## config.mk

```make
export PLATFORM = sky130hd
export DESIGN_NAME = instr_decode_seq
export DESIGN_NICKNAME = d
export VERILOG_FILES = /design/src/rtl/instr_decode_pkg.sv /design/src/rtl/instr_decode_beat_ctr.sv /design/src/rtl/instr_decode_seq.sv
export SDC_FILE = /design/constraint.sdc
export NUM_CORES = 1
export LEC_CHECK = 0
export ABC_AREA = 1
export CAP_MARGIN = 20
export CORE_ASPECT_RATIO = 1.5
export CORE_MARGIN = 4
export CORE_UTILIZATION = 40
export DETAILED_ROUTE_END_ITERATION = 10
export GPL_TIMING_DRIVEN = 0
export PLACE_DENSITY_LB_ADDON = 0.15
export SLEW_MARGIN = 10
export SYNTH_ARGS = -nofsm -noshare
export SYNTH_HDL_FRONTEND = slang
export SYNTH_SLANG_ARGS = --single-unit
export TNS_END_PERCENT = 100
```

## constraint.sdc

```tcl
create_clock -name clk -period 1.2 [get_ports clk]
set_input_delay 0.24 -clock clk [delete_from_list [all_inputs] [get_ports clk]]
set_output_delay 0.24 -clock clk [all_outputs]
set_load 0.005 [all_outputs]
```

## src/rtl/instr_decode_pkg.sv

```systemverilog
// Shared types, default configuration and opcode helpers for the sequenced instruction decoder.
package instr_decode_pkg;

    localparam int unsigned OPCODE_W_DEF  = 4;
    localparam int unsigned CTRL_W_DEF    = 14;
    localparam logic [15:0] MC_MASK_DEF   = 16'h0300;
    localparam int unsigned MC_CYCLES_DEF = 3;
    localparam int unsigned BEAT_W        = 8;
    localparam int unsigned DEC_MAX_W     = 256;

    typedef enum logic [1:0] {
        IDLE  = 2'd0,
        ISSUE = 2'd1,
        MULTI = 2'd2
    } state_e;

    localparam logic [OPCODE_W_DEF-1:0] OP_NOP     = 4'h0;
    localparam logic [OPCODE_W_DEF-1:0] OP_LOAD    = 4'h3;
    localparam logic [OPCODE_W_DEF-1:0] OP_MUL     = 4'h8;
    localparam logic [OPCODE_W_DEF-1:0] OP_DIV     = 4'h9;
    localparam logic [OPCODE_W_DEF-1:0] OP_TRAP_LO = 4'hE;
    localparam logic [OPCODE_W_DEF-1:0] OP_TRAP_HI = 4'hF;

    // Wide one-hot; callers truncate to their control width, so out-of-range opcodes decode to zero.
    function automatic logic [DEC_MAX_W-1:0] decode_onehot(input logic [7:0] op);
        logic [DEC_MAX_W-1:0] w;
        w = '0;
        w[op] = 1'b1;
        return w;
    endfunction

endpackage

```

## src/rtl/instr_decode_beat_ctr.sv

```systemverilog
// Beat index and last-beat flag for one decoded instruction.
module instr_decode_beat_ctr
    import instr_decode_pkg::*;
#(
    parameter int unsigned MC_CYCLES = MC_CYCLES_DEF
) (
    input  logic              clk,
    input  logic              rst_n,
    input  logic              load_i,
    input  logic              multi_i,
    input  logic              adv_i,
    input  logic              clr_i,
    output logic [BEAT_W-1:0] beat_o,
    output logic              last_o
);

    localparam logic [BEAT_W-1:0] LAST_BEAT = BEAT_W'(MC_CYCLES - 1);

    logic [BEAT_W-1:0] beat_q, beat_d;
    logic              last_q, last_d;

    // Load wins over clear: a new opcode taken on the final handshake starts a fresh instruction.
    always_comb begin
        beat_d = beat_q;
        last_d = last_q;
        if (load_i) begin
            beat_d = '0;
            last_d = !multi_i;
        end else if (clr_i) begin
            beat_d = '0;
            last_d = 1'b0;
        end else if (adv_i && !last_q) begin
            beat_d = beat_q + BEAT_W'(1);
            last_d = (beat_d == LAST_BEAT);
        end
    end

    always_ff @(posedge clk or negedge rst_n) begin
        if (!rst_n) begin
            beat_q <= '0;
            last_q <= 1'b0;
        end else begin
            beat_q <= beat_d;
            last_q <= last_d;
        end
    end

    assign beat_o = beat_q;
    assign last_o = last_q;

endmodule

```

## src/rtl/instr_decode_seq.sv

```systemverilog
// Registered valid/ready instruction decoder emitting one-hot control beats; multi-cycle opcodes repeat.
// Optional illegal-opcode flag enabled by defining INSTR_DECODE_ILLEGAL_TRAP_EN.
module instr_decode_seq
    import instr_decode_pkg::*;
#(
    parameter int unsigned              OPCODE_W  = OPCODE_W_DEF,
    parameter int unsigned              CTRL_W    = CTRL_W_DEF,
    parameter logic [2**OPCODE_W-1:0]   MC_MASK   = MC_MASK_DEF,
    parameter int unsigned              MC_CYCLES = MC_CYCLES_DEF
) (
    input  logic                clk,
    input  logic                rst_n,
    input  logic                in_valid,
    output logic                in_ready,
    input  logic [OPCODE_W-1:0] in_opcode,
    output logic                out_valid,
    input  logic                out_ready,
    output logic [CTRL_W-1:0]   out_ctrl,
    output logic [BEAT_W-1:0]   out_beat,
    output logic                out_last,
    output logic                out_illegal
);

    state_e              state_q, state_d;
    logic                out_valid_q, out_valid_d;
    logic [CTRL_W-1:0]   ctrl_q, ctrl_d;
    logic [CTRL_W-1:0]   op_ctrl;
    logic                accept, out_hs, op_legal, op_multi;
    logic                last;

    assign out_hs   = out_valid_q & out_ready;
    assign in_ready = !out_valid_q | (out_ready & last);
    assign accept   = in_valid & in_ready;
    assign op_legal = 32'(in_opcode) < CTRL_W;
    assign op_multi = op_legal & MC_MASK[in_opcode];
    assign op_ctrl  = CTRL_W'(decode_onehot(8'(in_opcode)));

    // Drain to IDLE after the final beat unless a new opcode is captured on the same edge.
    always_comb begin
        state_d     = state_q;
        out_valid_d = out_valid_q;
        ctrl_d      = ctrl_q;
        case (state_q)
            IDLE: ;
            ISSUE, MULTI: begin
                if (out_hs && last) begin
                    state_d     = IDLE;
                    out_valid_d = 1'b0;
                    ctrl_d      = '0;
                end
            end
            default: state_d = IDLE;
        endcase
        if (accept) begin
            state_d     = op_multi ? MULTI : ISSUE;
            out_valid_d = 1'b1;
            ctrl_d      = op_ctrl;
        end
    end

    always_ff @(posedge clk or negedge rst_n) begin
        if (!rst_n) begin
            state_q     <= IDLE;
            out_valid_q <= 1'b0;
            ctrl_q      <= '0;
        end else begin
            state_q     <= state_d;
            out_valid_q <= out_valid_d;
            ctrl_q      <= ctrl_d;
        end
    end

    instr_decode_beat_ctr #(
        .MC_CYCLES (MC_CYCLES)
    ) u_beat_ctr (
        .clk     (clk),
        .rst_n   (rst_n),
        .load_i  (accept),
        .multi_i (op_multi),
        .adv_i   (out_hs),
        .clr_i   (out_hs & last),
        .beat_o  (out_beat),
        .last_o  (last)
    );

`ifdef INSTR_DECODE_ILLEGAL_TRAP_EN
    logic illegal_q, illegal_d;

    always_comb begin
        illegal_d = illegal_q;
        if (out_hs && last) illegal_d = 1'b0;
        if (accept)         illegal_d = !op_legal;
    end

    always_ff @(posedge clk or negedge rst_n) begin
        if (!rst_n) illegal_q <= 1'b0;
        else        illegal_q <= illegal_d;
    end

    assign out_illegal = illegal_q;
`else
    assign out_illegal = 1'b0;
`endif

    assign out_valid = out_valid_q;
    assign out_ctrl  = ctrl_q;
    assign out_last  = last;

endmodule

```

; ---- After elaboration in Yosys (flattened, before gate mapping)
; Memories as Yosys holds them, arrays and structs flattened.
; Cells that the tools add are included.
[classes]
add_sub_neg = 1
magnitude_cmp = 4
eq_ne = 5
muxes = 19
bitwise = 6
reduce_logical = 13
[ops]
columns = op, n
row1 = 14-bit 2-to-1 mux, 3
row2 = 8-bit 2-to-1 mux, 3
row3 = "4-bit by 9-bit < comparator with 1-bit output, second input constant", 1
row4 = "8-bit by 1-bit adder with 8-bit output, second input constant", 1
row5 = "8-bit by 2-bit == test with 1-bit output, second input constant", 1
row6 = 1-bit 2-to-1 mux, 8
row7 = 2-bit 2-to-1 mux, 3
row8 = 1-bit AND, 5
row9 = "4-bit by 5-bit < comparator with 1-bit output, second input constant", 1
row10 = 1-bit demux with 4-bit select, 1
row11 = "4-bit by 1-bit greater-or-equal comparator with 1-bit output, second input constant", 1
row12 = "4-bit < comparator, second input constant", 1
row13 = 2-bit case mux with 2 select lines, 1
row14 = 2-bit AND reduction, 2
row15 = 2-bit nonzero test, 2
row16 = 1-bit logical AND, 3
row17 = 1-bit logical NOT, 3
row18 = "3-bit inequality test, second input constant", 1
row19 = 3-bit nonzero test, 1
row20 = "2-bit by 1-bit == test with 1-bit output, second input constant", 1
row21 = "2-bit == test, second input constant", 1
row22 = 2-bit logical NOT, 1
row23 = "2-bit inequality test, second input constant", 1
row24 = 2-bit OR reduction, 1
row25 = 1-bit OR, 1
[totals]
ff_bits = 26
romBits = 16
input_bits = 8
output_inout_bits = 26
word_cells = 54
memories = 1
[mem_list]
columns = name, depth, word_bits, read_ports, rd_ports_with_merged_regs, write_ports, line_no
row1 = (name not given), 16, 1, 1, 0, 0, instr_decode_seq.sv:35  ; assign op_multi = op_legal & MC_MASK[in_opcode];

; ---- Logic depth before layout (Yosys ltp)
[depth]
depth_word = 5
depth_mapped = 9
depth_no_buf = 9

; ---- By module
; A second synthesis with hierarchy kept.
[unflattened]
cells_unflattened = 181
area_unflattened_um2 = 1416.4
[modules_own_cells]
columns = mod, n_inst, cells_each, area_per_inst_um2, seq_area_each_um2
row1 = instr_decode_seq, 1, 102, 843.3, 425.4
row2 = instr_decode_beat_ctr, 1, 79, 573.0, 225.2

; ---- Least setup slack after synthesis
; No wires, ideal clock.
[synth_path]
kind = reg2reg
from = reg u_beat_ctr.beat_q[0] (netlist: u_beat_ctr.beat_o[0])
to = reg u_beat_ctr.last_q (netlist: u_beat_ctr.last_o)
setup_time_ps = 73
t_arrival_ps = 1226
required_time_ps = 1127
slack_ps = -99
stages_incl_launch_ff = 7
period_less_slack_ps = 1299
cell_sequence = dfrtp_1 > ha_1 > xnor2_1 > nand3_1 > nor2_1 > nand3_1 > a21oi_2
[synth_between]
elab_chain_cells = 5
[synth_lines]
columns = item, line_no
row1 = from (decl), instr_decode_beat_ctr.sv:19  ; logic [BEAT_W-1:0] beat_q, beat_d;
row2 = from (signal assigned), instr_decode_beat_ctr.sv:43  ; beat_q <= beat_d;
row3 = 8-bit by 1-bit adder with 8-bit output, instr_decode_beat_ctr.sv:33  ; beat_d = beat_q + BEAT_W'(1);
row4 = 8-bit by 2-bit == test with 1-bit output, instr_decode_beat_ctr.sv:34  ; last_d = (beat_d == LAST_BEAT);
row5 = 1-bit 2-to-1 mux, instr_decode_beat_ctr.sv:32  ; end else if (adv_i && !last_q) begin
row6 = 1-bit 2-to-1 mux, instr_decode_beat_ctr.sv:29  ; end else if (clr_i) begin
row7 = 1-bit 2-to-1 mux, instr_decode_beat_ctr.sv:26  ; if (load_i) begin
row8 = to (signal assigned), instr_decode_beat_ctr.sv:44  ; last_q <= last_d;
row9 = to (decl), instr_decode_beat_ctr.sv:20  ; logic last_q, last_d;
; No other way between the ends. The select of a mux whose other input is x is not followed.
; A chain may end at the register's enable or synchronous reset.

; ---- Worst setup path after layout
[layout_path]
from = reg u_beat_ctr.beat_q[1] (netlist: u_beat_ctr.beat_o[1])
to = reg u_beat_ctr.last_q (netlist: u_beat_ctr.last_o)
; The elaborated chain is that of the path after synthesis.

==> flow_summary_export.csv <==
group,metric,value,unit
run_status,status,"complete, but fails checks",
run_status,violations,"negative setup slack",
yosys,synth_xor_area_frac,0.00645,
place,io_buffers,32,
routing,drt_iter0_drc,24,
finish,multi_input_area,851,um2
global_route,grt_max_degree,18,
yosys,synthCells,154,
place,place_congestion,0.828,
yosys,syn_area_per_cell,8.82,um2
sta,rsz0062_at_grt,"yes",
yosys,synth_warnings,0,
floorplanning,io_pins,34,
power,p_leak,1.13,nW
routing,ant_nets,0,
floorplanning,row_count,25,
yosys,synth.area.mux_share,0,
place,dpl_worst_slack,-0.598,ns
sta,hold-worst-slack,0.343,ns
yosys,synth_fa_ha_area_frac,0.0276,
power,power_density,1870,nW/um2
yosys,synth-simple-area-share,0.178,
setup_path,critPathKind,"reg -> reg",
routing,dr.pass1.iters,4,
routing,wl_per_cell,16.1,um
setup_path,worst_r2r_endpoint,"u_beat_ctr.last_o$_DFFE_PN0P_",
global_route,gr-total-overflow,0,
yosys,synth_top_family_by_area,"compound AO/OA/AOI/OAI gates",
setup_path,critPathArrivalTime,1.65,ns
yosys,synthFlopType,"dfrtp_1",
finish,fin_nets,239,
routing,drc,0,
clock_tree,clk_pin_slew,0.10,ns
global_route,top_usage_layer,"met2",
setup_path,cp_max_fo,4,
global_route,globalRouteMet3Util,0.0341,
sta,timing.fmax,696,MHz
setup_path,startpoint_type,"flop",
yosys,synth-compound-area-share,0.186,
finish,fillerInstances,213,
min_path,hold_path_class,"in -> async",
global_route,grt_pass1_vias,1492,
routing,wirelength,4.29,mm
global_route,grt_first_pass_wirelength,6.78,mm
floorplanning,die_h,79.4,um
finish,area_delta_synth_final,80.3,%
sta,finalHoldViolations,0,
place,place_hpwl,2.51,mm
setup_path,rrSetupSlack,-0.24,ns
job,cap_violations,0,
clock_tree,cts-root-buf,"clkbuf_8",
sta,setup_viol_count_final,28,
finish,seqCellArea,656,um2
clock_tree,clk_path_buf_depth,2,
yosys,synth_nets,165,
sta,min_period_over_period,1.20,
yosys,synth-seq-area-share,0.479,
sta,worst_pin_slew,0.608,ns
clock_tree,cts-hold-fix-buffers,0,
power,p_total,4.57,mW
sta,slew_violations,0,
setup_path,worstReg2RegStart,"u_beat_ctr.beat_o[1]$_DFFE_PN0P_",
clock_tree,cts_buffers,3,
finish,diodes,0,
yosys,synth_edf_count,0,
sta,worst_slack,-0.237,ns
clock_tree,cts_num_sinks,26,
global_route,met1_usage,0.197,
yosys,synthTopCellsByArea,"dfrtp_1 48%, inv_1 8.8%, nand2_1 7.7%, o22ai_1 6.0%, nand3_1 4.1%",
power,irDropWorstVdd,1.13,mV
finish,drive_gt1_frac,0.478,
clock_tree,cts_tree,"done",
yosys,synth_area,1360,um2
yosys,async_flop_share,1.00,
clock_tree,htreeDepth,1,
yosys,synth_top_area_share,0.479,
setup_path,required,1.41,ns
sta,finClkSkew,0.00720,ns
floorplanning,core_area,3220,um2
global_route,gr-usage-met2,0.371,
global_route,grt_usage,0.194,
routing,num_vias,1370,
yosys,synth_cell_types,27,
setup_path,rr_worst_depth,7,
setup_path,critical_path.endpoint_type,"flop",
floorplanning,start_util,0.421,
floorplanning,die-area,4410,um2
yosys,synth-seq-cells,26,
sta,slew_headroom,0.594,
yosys,yosysTopAreaCell,"dfrtp_1",
global_route,grt_antenna_before_repair,0,
sta,final.min_clock_period,1.44,ns
clock_tree,clk_latency,0.27,ns
routing,via_per_inst,5.15,
floorplanning,fp.dieW,55.6,um
-- kinds of logic (layout without fill, tap and decap cells) --
kind of cell    count (synthesis)  after routing
simple gates                   52             52
buf+inv                        38            110
compound gates                 33             33
flops                          26             26
fa+ha+maj                       3              3
other cells                     1              1
xor+xnor                        1              1
-- power by group --
part | internal, mW | total (mW) | leakage, nW | switching, mW
clock network | 0.225 | 0.506 | 0.0216 | 0.280
registers | 1.06 | 1.18 | 0.345 | 0.124
logic | 1.52 | 2.88 | 0.768 | 1.36
total | 2.80 | 4.57 | 1.13 | 1.77
-- per-stage QoR --
| step | instances | TNS, ns | instance area (um2) | util |
|---|---|---|---|---|
| after floorplan | 154 | -0.142 | 1390 | - |
| after global placement | 226 | -25.50 | 1760 | 0.545 |
| final | 266 | -4.13 | 2450 | 0.760 |
| after CTS | 253 | -3.15 | 2160 | 0.671 |
| after global routing | 266 | -5.58 | 2450 | 0.760 |
| after detailed placement | 227 | -14.16 | 1780 | 0.553 |
-- worst max path at each step --
stage / start / endpoint / slack, ns / depth (start not counted)
after detailed placement: out_ready / out_ctrl[9]$_DFFE_PN0P_ / -0.60 / 7
after floorplan: u_beat_ctr.last_o$_DFFE_PN0P_ / out_ctrl[2]$_DFFE_PN0P_ / -0.01 / 6
after global placement: rst_n / out_valid$_DFFE_PN0P_ / -0.57 / 1
final: u_beat_ctr.beat_o[1]$_DFFE_PN0P_ / u_beat_ctr.last_o$_DFFE_PN0P_ / -0.24 / 7
after global routing: u_beat_ctr.beat_o[1]$_DFFE_PN0P_ / u_beat_ctr.last_o$_DFFE_PN0P_ / -0.35 / 8
after CTS: u_beat_ctr.last_o$_DFFE_PN0P_ / out_ctrl[9]$_DFFE_PN0P_ / -0.17 / 7
-- routing by layer --
layer  share of wire  wire length (um)  vias up
met5               0                 0        -
met4           0.033               140        0
met3           0.036               154       13
met2            0.58              2510       44
met1            0.35              1490      666
li1                -                 -      647
-- cells in the final DEF, fill, tap and decap left out, types with 3 or more instances in the layout --
cell,count
inv_1,28
buf_12,4
clkbuf_8,3
o22ai_4,3
dfrtp_1,22
inv_4,3
clkdlybuf4s50_1,6
buf_4,24
nand2_4,4
nand2_1,21
o32ai_2,3
o22ai_2,10
dlygate4sd2_1,16
dfrtp_2,4
nor2_1,6
o21ai_2,7
nand2_2,4
nand3_1,4
clkdlybuf4s15_1,7
inv_2,4
buf_6,11
nand3_4,8
-- critical path, cell delays in order, from the launching register on --
cell and delay (ns):
dfrtp_1 0.40, buf_6 0.13, ha_4 0.18, xnor2_2 0.18, nand3_1 0.10, nor2_1 0.15, nand3_1 0.11, a21oi_2 0.12
-- flip-flops by register name, summed over array words and instances, names as in the netlist --
| name | flops |
|---|---|
| out_ctrl | 14 |
| out_valid | 1 |
| state_q | 2 |
| u_beat_ctr.beat_o | 8 |
| u_beat_ctr.last_o | 1 |
-- synth_stat cells, types with 2 or more instances --
master,instances
inv_4,2
o32ai_1,3
inv_2,2
o21bai_1,2
o21ai_1,5
a21oi_2,2
nand3_1,11
nor2_1,7
nand2_1,28
o22ai_1,13
o21ai_2,4
dfrtp_1,26
ha_1,3
inv_1,32
nand3_2,2
-- layout make-up --
type | instances | area share
Buffer | 2 | 0.00920
Timing Repair Buffer | 69 | 0.278
Inverter | 36 | 0.0603
Clock buffer | 3 | 0.0169
Multi-Input combinational cell | 90 | 0.348
Tap cell | 40 | 0.0204
Sequential cell | 26 | 0.268
-- timing repair --
item                       CTS  global route
pin swaps                   11            12
gates cloned                 1             0
setup endpoints to repair   51            37
gates resized for setup     63            48
setup buffers               22            16
(Power assumes the default switching activity.)
